--- src/rtl/traffic_generator_gmii_if.sv ---
// Control/status and GMII transmit bundle for traffic_generator_gmii.
// master = generator side, slave = controller/observer side.
interface traffic_generator_gmii_if;
  logic        enable;
  logic [15:0] frame_size;
  logic [15:0] ifg;
  logic [31:0] frame_count;
  logic [47:0] dst_mac;
  logic [47:0] src_mac;
  logic [15:0] ethertype;
  logic [7:0]  gmii_d;
  logic        gmii_en;
  logic        gmii_er;
  logic        busy;
  logic [31:0] pkts_sent;
  logic [63:0] octets_sent;

  modport master (
    input  enable, frame_size, ifg, frame_count, dst_mac, src_mac, ethertype,
    output gmii_d, gmii_en, gmii_er, busy, pkts_sent, octets_sent
  );

  modport slave (
    output enable, frame_size, ifg, frame_count, dst_mac, src_mac, ethertype,
    input  gmii_d, gmii_en, gmii_er, busy, pkts_sent, octets_sent
  );
endinterface

--- src/rtl/traffic_generator_gmii.sv ---
// Ethernet frame generator on GMII: preamble, SFD, fixed header, counting
// payload, CRC32 FCS and a programmable inter-frame gap.
module traffic_generator_gmii #(
  parameter int unsigned C_MIN_IFG   = 12,
  parameter int unsigned C_MAX_FRAME = 1518
) (
  input  logic                     clk,
  input  logic                     resetn,
  traffic_generator_gmii_if.master bus
);

  typedef enum logic [2:0] {IDLE, PREAMBLE, SFD, HEADER, PAYLOAD, FCS, GAP} state_t;

  state_t       state, state_n;
  logic [15:0]  cnt, cnt_n;
  logic [15:0]  pay_len, ifg_len;
  logic [15:0]  eff_size, eff_ifg;
  logic [111:0] hdr;
  logic [31:0]  crc;
  logic [31:0]  run_cnt, frame_lim;
  logic         armed;
  logic         start, run_start, run_done;
  logic [7:0]   d_n;
  logic         en_n;

  function automatic logic [31:0] crc_byte(input logic [31:0] c, input logic [7:0] b);
    logic [31:0] r;
    r = c ^ {24'h000000, b};
    for (int unsigned i = 0; i < 8; i++)
      r = r[0] ? ((r >> 1) ^ 32'hEDB88320) : (r >> 1);
    return r;
  endfunction

  always_comb begin
    eff_size = bus.frame_size;
    if (bus.frame_size < 16'd64)
      eff_size = 16'd64;
    else if (bus.frame_size > 16'(C_MAX_FRAME))
      eff_size = 16'(C_MAX_FRAME);
    eff_ifg = (bus.ifg < 16'(C_MIN_IFG)) ? 16'(C_MIN_IFG) : bus.ifg;
  end

  assign run_done = (frame_lim != '0) && (run_cnt == frame_lim);

  // Outputs are registered from the next state, so the octet for a state
  // appears on the wire in the same cycle the state register holds it.
  always_comb begin
    state_n   = state;
    cnt_n     = cnt + 16'd1;
    start     = 1'b0;
    run_start = 1'b0;
    unique case (state)
      IDLE: begin
        cnt_n = '0;
        if (bus.enable && armed) begin
          state_n   = PREAMBLE;
          start     = 1'b1;
          run_start = 1'b1;
        end
      end
      PREAMBLE: if (cnt == 16'd6) begin state_n = SFD; cnt_n = '0; end
      SFD:      begin state_n = HEADER; cnt_n = '0; end
      HEADER:   if (cnt == 16'd13) begin state_n = PAYLOAD; cnt_n = '0; end
      PAYLOAD:  if (cnt == pay_len - 16'd1) begin state_n = FCS; cnt_n = '0; end
      FCS:      if (cnt == 16'd3) begin state_n = GAP; cnt_n = '0; end
      GAP: begin
        if (cnt == ifg_len - 16'd1) begin
          cnt_n = '0;
          if (bus.enable && !run_done) begin
            state_n = PREAMBLE;
            start   = 1'b1;
          end else begin
            state_n = IDLE;
          end
        end
      end
      default: begin state_n = IDLE; cnt_n = '0; end
    endcase

    d_n  = '0;
    en_n = 1'b1;
    unique case (state_n)
      PREAMBLE: d_n = 8'h55;
      SFD:      d_n = 8'hD5;
      HEADER:   d_n = hdr[111:104];
      PAYLOAD:  d_n = cnt_n[7:0];
      FCS:      d_n = ~crc[7:0];
      default:  en_n = 1'b0;
    endcase
  end

  always_ff @(posedge clk or negedge resetn) begin
    if (!resetn) begin
      state           <= IDLE;
      cnt             <= '0;
      pay_len         <= '0;
      ifg_len         <= '0;
      hdr             <= '0;
      crc             <= '1;
      run_cnt         <= '0;
      frame_lim       <= '0;
      armed           <= 1'b1;
      bus.gmii_d      <= '0;
      bus.gmii_en     <= 1'b0;
      bus.gmii_er     <= 1'b0;
      bus.busy        <= 1'b0;
      bus.pkts_sent   <= '0;
      bus.octets_sent <= '0;
    end else begin
      state       <= state_n;
      cnt         <= cnt_n;
      bus.gmii_d  <= d_n;
      bus.gmii_en <= en_n;
      bus.gmii_er <= 1'b0;
      bus.busy    <= (state_n != IDLE);

      if (en_n)
        bus.octets_sent <= bus.octets_sent + 64'd1;
      if (state_n == FCS && cnt_n == 16'd3) begin
        bus.pkts_sent <= bus.pkts_sent + 32'd1;
        run_cnt       <= run_cnt + 32'd1;
      end

      if (state == IDLE && !bus.enable)
        armed <= 1'b1;
      if (run_start) begin
        armed     <= 1'b0;
        run_cnt   <= '0;
        frame_lim <= bus.frame_count;
      end

      // Header and FCS leave through shift registers; the CRC register is
      // consumed byte-wise once the payload is done.
      if (start) begin
        pay_len <= eff_size - 16'd18;
        ifg_len <= eff_ifg;
        hdr     <= {bus.dst_mac, bus.src_mac, bus.ethertype};
        crc     <= '1;
      end else if (state_n == HEADER) begin
        hdr <= {hdr[103:0], 8'h00};
        crc <= crc_byte(crc, d_n);
      end else if (state_n == PAYLOAD) begin
        crc <= crc_byte(crc, d_n);
      end else if (state_n == FCS) begin
        crc <= {8'h00, crc[31:8]};
      end
    end
  end

endmodule

--- src/flat_wrapper.sv ---
// flat-port wrapper written by rule: the top's interface ports become plain ports
module traffic_generator_gmii_flat 
#(
  parameter int unsigned C_MIN_IFG   = 12,
  parameter int unsigned C_MAX_FRAME = 1518
)
  (clk, resetn, bus_enable, bus_frame_size, bus_ifg, bus_frame_count, bus_dst_mac, bus_src_mac, bus_ethertype, bus_gmii_d, bus_gmii_en, bus_gmii_er, bus_busy, bus_pkts_sent, bus_octets_sent);
  traffic_generator_gmii_if bus_i ();
  input  logic clk;
  input  logic resetn;
  input wire logic [$bits(bus_i.enable)-1:0] bus_enable;
  input wire logic [$bits(bus_i.frame_size)-1:0] bus_frame_size;
  input wire logic [$bits(bus_i.ifg)-1:0] bus_ifg;
  input wire logic [$bits(bus_i.frame_count)-1:0] bus_frame_count;
  input wire logic [$bits(bus_i.dst_mac)-1:0] bus_dst_mac;
  input wire logic [$bits(bus_i.src_mac)-1:0] bus_src_mac;
  input wire logic [$bits(bus_i.ethertype)-1:0] bus_ethertype;
  output wire logic [$bits(bus_i.gmii_d)-1:0] bus_gmii_d;
  output wire logic [$bits(bus_i.gmii_en)-1:0] bus_gmii_en;
  output wire logic [$bits(bus_i.gmii_er)-1:0] bus_gmii_er;
  output wire logic [$bits(bus_i.busy)-1:0] bus_busy;
  output wire logic [$bits(bus_i.pkts_sent)-1:0] bus_pkts_sent;
  output wire logic [$bits(bus_i.octets_sent)-1:0] bus_octets_sent;
  assign bus_i.enable = bus_enable;
  assign bus_i.frame_size = bus_frame_size;
  assign bus_i.ifg = bus_ifg;
  assign bus_i.frame_count = bus_frame_count;
  assign bus_i.dst_mac = bus_dst_mac;
  assign bus_i.src_mac = bus_src_mac;
  assign bus_i.ethertype = bus_ethertype;
  assign bus_gmii_d = bus_i.gmii_d;
  assign bus_gmii_en = bus_i.gmii_en;
  assign bus_gmii_er = bus_i.gmii_er;
  assign bus_busy = bus_i.busy;
  assign bus_pkts_sent = bus_i.pkts_sent;
  assign bus_octets_sent = bus_i.octets_sent;
  traffic_generator_gmii #(.C_MIN_IFG(C_MIN_IFG), .C_MAX_FRAME(C_MAX_FRAME)) u_core (.clk(clk), .resetn(resetn), .bus(bus_i));
endmodule
--- config.mk ---
export PLATFORM = sky130hd
export DESIGN_NAME = traffic_generator_gmii_flat
export DESIGN_NICKNAME = d
export VERILOG_FILES = /design/src/rtl/traffic_generator_gmii_if.sv /design/src/rtl/traffic_generator_gmii.sv /design/src/flat_wrapper.sv
export SDC_FILE = /design/constraint.sdc
export NUM_CORES = 1
export LEC_CHECK = 0
export BUFFER_PORTS_ARGS = -buffer_cell sky130_fd_sc_hd__buf_2
export CORE_ASPECT_RATIO = 1.75
export CORE_MARGIN = 8
export CORE_UTILIZATION = 62
export CTS_CLUSTER_DIAMETER = 200
export CTS_CLUSTER_SIZE = 40
export DETAILED_ROUTE_END_ITERATION = 7
export HOLD_SLACK_MARGIN = 0.15
export PLACE_DENSITY = 0.95
export SETUP_SLACK_MARGIN = 0.2
export SYNTH_ARGS = -nofsm -noshare
export SYNTH_HDL_FRONTEND = slang
export SYNTH_SLANG_ARGS = --single-unit
--- constraint.sdc ---
create_clock -name clk -period 7.1 [get_ports clk]
set_clock_uncertainty 0.2 [all_clocks]
set_input_delay 0.71 -clock clk [delete_from_list [all_inputs] [get_ports clk]]
set_output_delay 0.71 -clock clk [all_outputs]
set_load 0.01 [all_outputs]
* After elaboration in Yosys (flattened, before gate mapping)
Index checks and enable logic that the tools add are counted.
Widths: inputs -> output; s select.
** Word-level totals
- Output and inout bits :: 107
- Register bits :: 366
- Input bits :: 179
- Word-level logic and storage cells :: 109
** Operators by class
- $lt $le $gt $ge :: 3
- Reduce and logical (&&, ||, !) cells :: 15
- Add/sub/neg operators :: 7
- Muxes and demuxes :: 42
- Eq/ne operators :: 18
- Bitwise gates (word level) :: 10
** Operators with widths (number)
- $mux 32 :: 14
- $mux 112 :: 2
- $mux 16 :: 8
- $not 13->14 :: 8
- $pmux 16 s5 :: 1
- $add 32x1->32 const B :: 2
- $add 64x1->64 const B :: 1
- $pmux 8 s5 :: 1
- $eq 16x16->1 :: 2
- $eq 16x2->1 const B :: 2
- $eq 32x32->1 :: 1
- $reduce_bool 32->1 :: 1
- $sub 16x1->16 const B :: 2
- $xor 32x8->32 :: 1
- $pmux 3 s7 :: 1
- $mux 3 :: 6
- $add 16x1->16 const B :: 1
- $eq 16x3->1 const B :: 1
- $eq 16x4->1 const B :: 1
- $gt 16x11->1 const B :: 1
- $lt 16x4->1 const B :: 1
- $lt 16x7->1 const B :: 1
- $sub 16x5->16 const B :: 1
- $eq 3x3->1 const B :: 5
- other kinds (12) :: 30

* Depth between registers and ports, before layout
- Depth in word-level cells :: 29
- Mapped depth :: 18
- Gate-level depth less buffers :: 16

* Worst setup path before layout
OpenSTA, ideal clock, no wires.
- Kind :: register -> register
- Start point :: register u_core.ifg_len[0]
- End point :: register u_core.bus.pkts_sent[24]
- Path slack :: 2.765 ns
- Period minus slack after synthesis :: 4.335 ns
- Data arrival time :: 4.009 ns
- Cell stages (with the launch flop) :: 16
- Library setup time :: 0.126 ns
- Path through :: dfrtp_1 > inv_1 > ha_1 > or3b_2 > or3_1 > xnor2_1 > a221oi_1 > a31o_2 > o21ai_2 > or4b_4 > or2_1 > clkbuf_1 > or3_1 > buf_2 > nand2b_1 > xnor2_1
** Between the ends
- Longest elaborated chain between the ends :: 6
- Elaborated cells between the ends (all ways) :: 9
- Those cells by class :: 1 x add/sub; 3 x eq/ne; 4 x mux; 1 x reduce/logical
** RTL lines
- from (decl) :: RTL line traffic_generator_gmii.sv:16 : logic [15:0] pay_len, ifg_len;
- from (signal assigned) :: RTL line traffic_generator_gmii.sv:136 : ifg_len <= eff_ifg;
- $sub 16x1->16 (*) :: RTL line traffic_generator_gmii.sv:67 : if (cnt == ifg_len - 16'd1) begin
- $eq 16x16->1 (*) :: RTL line traffic_generator_gmii.sv:67
- $mux 16 or $mux 3 (tied branches) :: RTL line traffic_generator_gmii.sv:67
- $pmux 16 s5 or $pmux 3 s7 (tied branches) :: RTL line traffic_generator_gmii.sv:52 : unique case (state)
- $eq 16x2->1 or $eq 3x3->1 (tied branches) :: RTL line traffic_generator_gmii.sv:119 : if (state_n == FCS && cnt_n == 16'd3) begin
- $logic_and 1x1->1 (*) :: RTL line traffic_generator_gmii.sv:119
- to (signal assigned) :: RTL line traffic_generator_gmii.sv:120 : bus.pkts_sent <= bus.pkts_sent + 32'd1;
- to (decl) :: RTL line traffic_generator_gmii_if.sv:20 : output gmii_d, gmii_en, gmii_er, busy, pkts_sent, octets_sent
Every way passes the cells marked *; elsewhere a longest branch is shown, timed or not.
A chain may end at the register's enable or synchronous reset.

* Worst setup path after layout
- Start point :: register u_core.ifg_len[0]
- End point :: register u_core.run_cnt[19]
** Between the ends
- Longest elaborated chain between the ends :: 7
- Elaborated cells between the ends (all ways) :: 10
- Those cells by class :: 1 x add/sub; 3 x eq/ne; 4 x mux; 2 x reduce/logical
** RTL lines
- $sub 16x1->16 (*) :: RTL line traffic_generator_gmii.sv:67
- $eq 16x16->1 (*) :: RTL line traffic_generator_gmii.sv:67
- $mux 16 or $mux 3 (tied branches) :: RTL line traffic_generator_gmii.sv:67
- $pmux 16 s5 or $pmux 3 s7 (tied branches) :: RTL line traffic_generator_gmii.sv:52
- $eq 16x2->1 or $eq 3x3->1 (tied branches) :: RTL line traffic_generator_gmii.sv:119
- $logic_and 1x1->1 (*) :: RTL line traffic_generator_gmii.sv:119
- $reduce_bool 2->1 (no line) (*)
- to (signal assigned) :: RTL line traffic_generator_gmii.sv:121 : run_cnt <= run_cnt + 32'd1;
- to (decl) :: RTL line traffic_generator_gmii.sv:20 : logic [31:0] run_cnt, frame_lim;
Marks and branches as above.

==> impl_metrics.py <==
metrics = {
    "status": {
        "status": "complete, no violations",
    },
    "layout": {
        "nets": 2276,
        "drive_gt1_share_pct": 20.68,
        "nFillCells": 2090,
        "areaGrowthSynthToFinish_pct": 11.12,
        "fin_util_pct": 69.74,
    },
    "setup_path": {
        "worstPathRequired_ps": 7300,
        "crit_buf_inv": 1,
        "worst-r2r-cell-count": 15,
        "rr_endpoint": "u_core.run_cnt[19]",
        "cp_slowest_cell": "nor3_2",
        "cp_cell_sequence": "inv_1 > ha_1 > nor3b_1 > a21oi_1 > nor4_1 > o311ai_0 > a2111oi_2 > a31o_4 > o21ai_2 > or4b_4 > or2_1 > nor3_2 > nand3_1 > xor2_1 > nor2_1",
        "critPathKind": "reg -> reg",
        "cp_top_family": "simple AND/OR/NAND/NOR gates",
        "ff2ff_setup_slack_ps": 1460,
        "critPathCaptureType": "flop",
        "arrival_ps": 5840,
        "max_stage_delay_ps": 740,
        "r2r-start": "u_core.ifg_len[0]",
        "crit_fanout": 26,
        "worst_setup_path_start_kind": "flop",
    },
    "detailed_routing": {
        "top_layer": "met5",
        "drc": 0,
        "drt-initial-drc-count": 955,
        "drt_wl_total_um": 49600,
        "first_pass_iters": 6,
        "met3_length_um": 2850,
        "antenna_left": 0,
        "via_per_inst": 6.038,
        "dr_wl_met2_um": 26850,
        "wl_met1_um": 17190,
        "wl_per_cell_um": 19.98,
        "num_vias": 14990,
    },
    "grt": {
        "grt_max_degree": 269,
        "grt_usage_pct": 26.16,
        "grt_pass1_wl_um": 77670,
        "antenna_found_initial": 1,
        "grt_pass1_vias": 15470,
        "grt_overflow": 0,
    },
    "timing": {
        "setup_viol": 0,
        "fmax_mhz": 177.3,
        "slew_headroom_pct": 22.81,
        "tightestPinTransition_ps": 1158,
        "fin_crit_ps": 5641,
        "setup_tns_ps": 0,
        "period_share_pct": 79.45,
        "rsz0062_at_grt": "no",
        "hold_viol_final": 0,
        "slew_viol_final": 0,
    },
    "logic_synthesis": {
        "synth_area_per_cell_um2": 10.12,
        "synth_area_leader_cell": "dfrtp_1",
        "synth.most_common_cell": "dfrtp_1",
        "synth_common_cells": "dfrtp_1, nand2_1, o21ai_0",
        "seq_area_frac_synth_pct": 48.76,
        "ys_ff_latch": 366,
        "netlist_instances": 1864,
        "synth-main-ff-cell": "dfrtp_1",
        "synth_edf_count": 0,
        "synthArstFlopShare_pct": 100.0,
        "syn_nets": 2052,
        "synthTopCellsByArea": "dfrtp_1, xnor2_1, mux2i_1",
        "synth_cell_types": 88,
        "syn_area_um2": 18870,
        "yosysWarningCount": 0,
        "yosys.area.top_type_share_pct": 44.17,
    },
    "clock_network": {
        "clock_sinks": 366,
        "postCtsSetupBuffers": 0,
        "cts_tree": "built",
        "cts-htree-levels": 1,
        "cts_buffers": 13,
        "max-clock-path-buffers": 3,
        "root_buffer": "clkbuf_16",
        "clk_pin_slew_ps": 160,
        "cts_resized": 0,
        "clk_latency_ps": 530,
    },
    "die": {
        "core-area_um2": 30060,
        "die_area_um2": 36490,
        "io_pins": 286,
        "die_y_um": 246.8,
        "die_w_um": 147.9,
        "initial_core_util_pct": 62.77,
        "rows": 84,
    },
    "power": {
        "peakVddDrop_mv": 0.4461,
        "power_density_nw_per_um2": 380.8,
        "leakagePower_nw": 9.910,
    },
    "hold_path": {
        "hp-start": "bus_enable",
        "hp-class": "in -> reg",
        "whs_endpoint": "u_core.armed",
        "min_path_cells": 2,
    },
    "placed_design": {
        "port_buffers": 284,
        "routabilityCongestion": 0.8949,
        "hpwl_um": 36850,
    },
    "job": {
        "max_cap_viol_count": 0,
    },
}
## sequential cells by signal, summed over array words and instances (netlist names)
register / flops
u_core.pay_len: 16
u_core.run_cnt: 32
u_core.cnt: 16
u_core.state: 3
u_core.crc: 32
u_core.bus.octets_sent: 64
u_core.bus.gmii_d: 8
u_core.armed: 1
u_core.ifg_len: 16
u_core.bus.pkts_sent: 32
u_core.frame_lim: 32
u_core.hdr: 112
u_core.bus.busy: 1
u_core.bus.gmii_en: 1
## power by group
| group | internal (mW) | switching (mW) |
|---|---|---|
| registers | 2.77 | 0.583 |
| clock network | 0.359 | 0.641 |
| logic | 1.69 | 1.94 |
| total | 4.82 | 3.16 |
## cell type report
class	count	area, um^2	area share [%]
multi-input combinational	1371	9203	43.90
tap	387	484.2	2.310
clock inverter	1	30.03	0.1432
timing repair buffer	297	1544	7.365
antenna	2	5.005	0.02387
inverter	39	146.4	0.6983
clock buffer	20	351.6	1.677
sequential	366	9200	43.89
## worst max path at each step
stage                            startpoint                       end  slack (ps)  cells after the start
after detailed placement  u_core.ifg_len[0]        u_core.run_cnt[31]        1590                     15
after global routing      u_core.ifg_len[0]        u_core.run_cnt[19]        1080                     15
final                     u_core.ifg_len[0]        u_core.run_cnt[19]        1460                     15
after CTS                 u_core.ifg_len[0]        u_core.run_cnt[19]        1510                     15
after global placement    u_core.ifg_len[0]        u_core.run_cnt[29]        1740                     15
after floorplan           u_core.ifg_len[0]  u_core.bus.pkts_sent[24]        2770                     15
## cells by family (layout without fill, tap and decap cells)
group / count (synthesis) / after routing / share of synthesized area (%)
flops: 366 / 366 / 48.76
other cells: 1 / 3 / 0.01988
buf+inv: 127 / 357 / 2.626
fa+ha+maj: 9 / 9 / 0.5969
simple gates: 661 / 661 / 17.15
mux: 155 / 155 / 8.648
compound gates: 292 / 292 / 9.417
xor+xnor: 253 / 253 / 12.78
## what timing repair did
action	CTS	global route
setup endpoints to repair	0	0
hold buffers	1	0
endpoints found under the hold margin	102	0
## layer usage
metal / vias up / global-route usage [%]
li1: 6894 / -
met1: 7344 / 28.39
met2: 577 / 47.86
met3: 175 / 3.643
met4: 2 / 15.00
met5: - / 0
## metrics by stage
stage	total power [mW]	hold WS, ps	cells	instance area [um^2]	setup WS (ps)
after CTS	7.975	154.5	2481	20960	1508
after global routing	8.455	164.6	2481	20960	1080
after detailed placement	6.971	256.8	2459	20570	1594
after global placement	6.780	254.1	2459	20570	1744
final	7.984	157.8	2483	20960	1459
after floorplan	6.025	214.4	1864	18870	2765
## worst register-to-register path, cell delays in order, from the launching register on
cell and delay, ps:
dfrtp_1 470, inv_1 120, ha_1 240, nor3b_1 380
a21oi_1 120, nor4_1 270, o311ai_0 210, a2111oi_2 600
a31o_4 500, o21ai_2 230, or4b_4 570, or2_1 330
nor3_2 740, nand3_1 240, xor2_1 220, nor2_1 50
## cells in the final DEF, fill, tap and decap left out, types with 31 or more instances in the layout
cell type	count
nand4_1	36
nand3_1	59
dfstp_2	33
nand2_1	223
nor2_1	144
and3_1	37
o21ai_0	162
xnor2_1	128
nor3_1	39
mux2_2	44
mux2i_1	109
buf_2	283
nor4_1	31
xor2_1	110
a21oi_1	39
dfrtp_1	333
inv_1	38
Note: power is estimated with default switching activity, not from simulation.
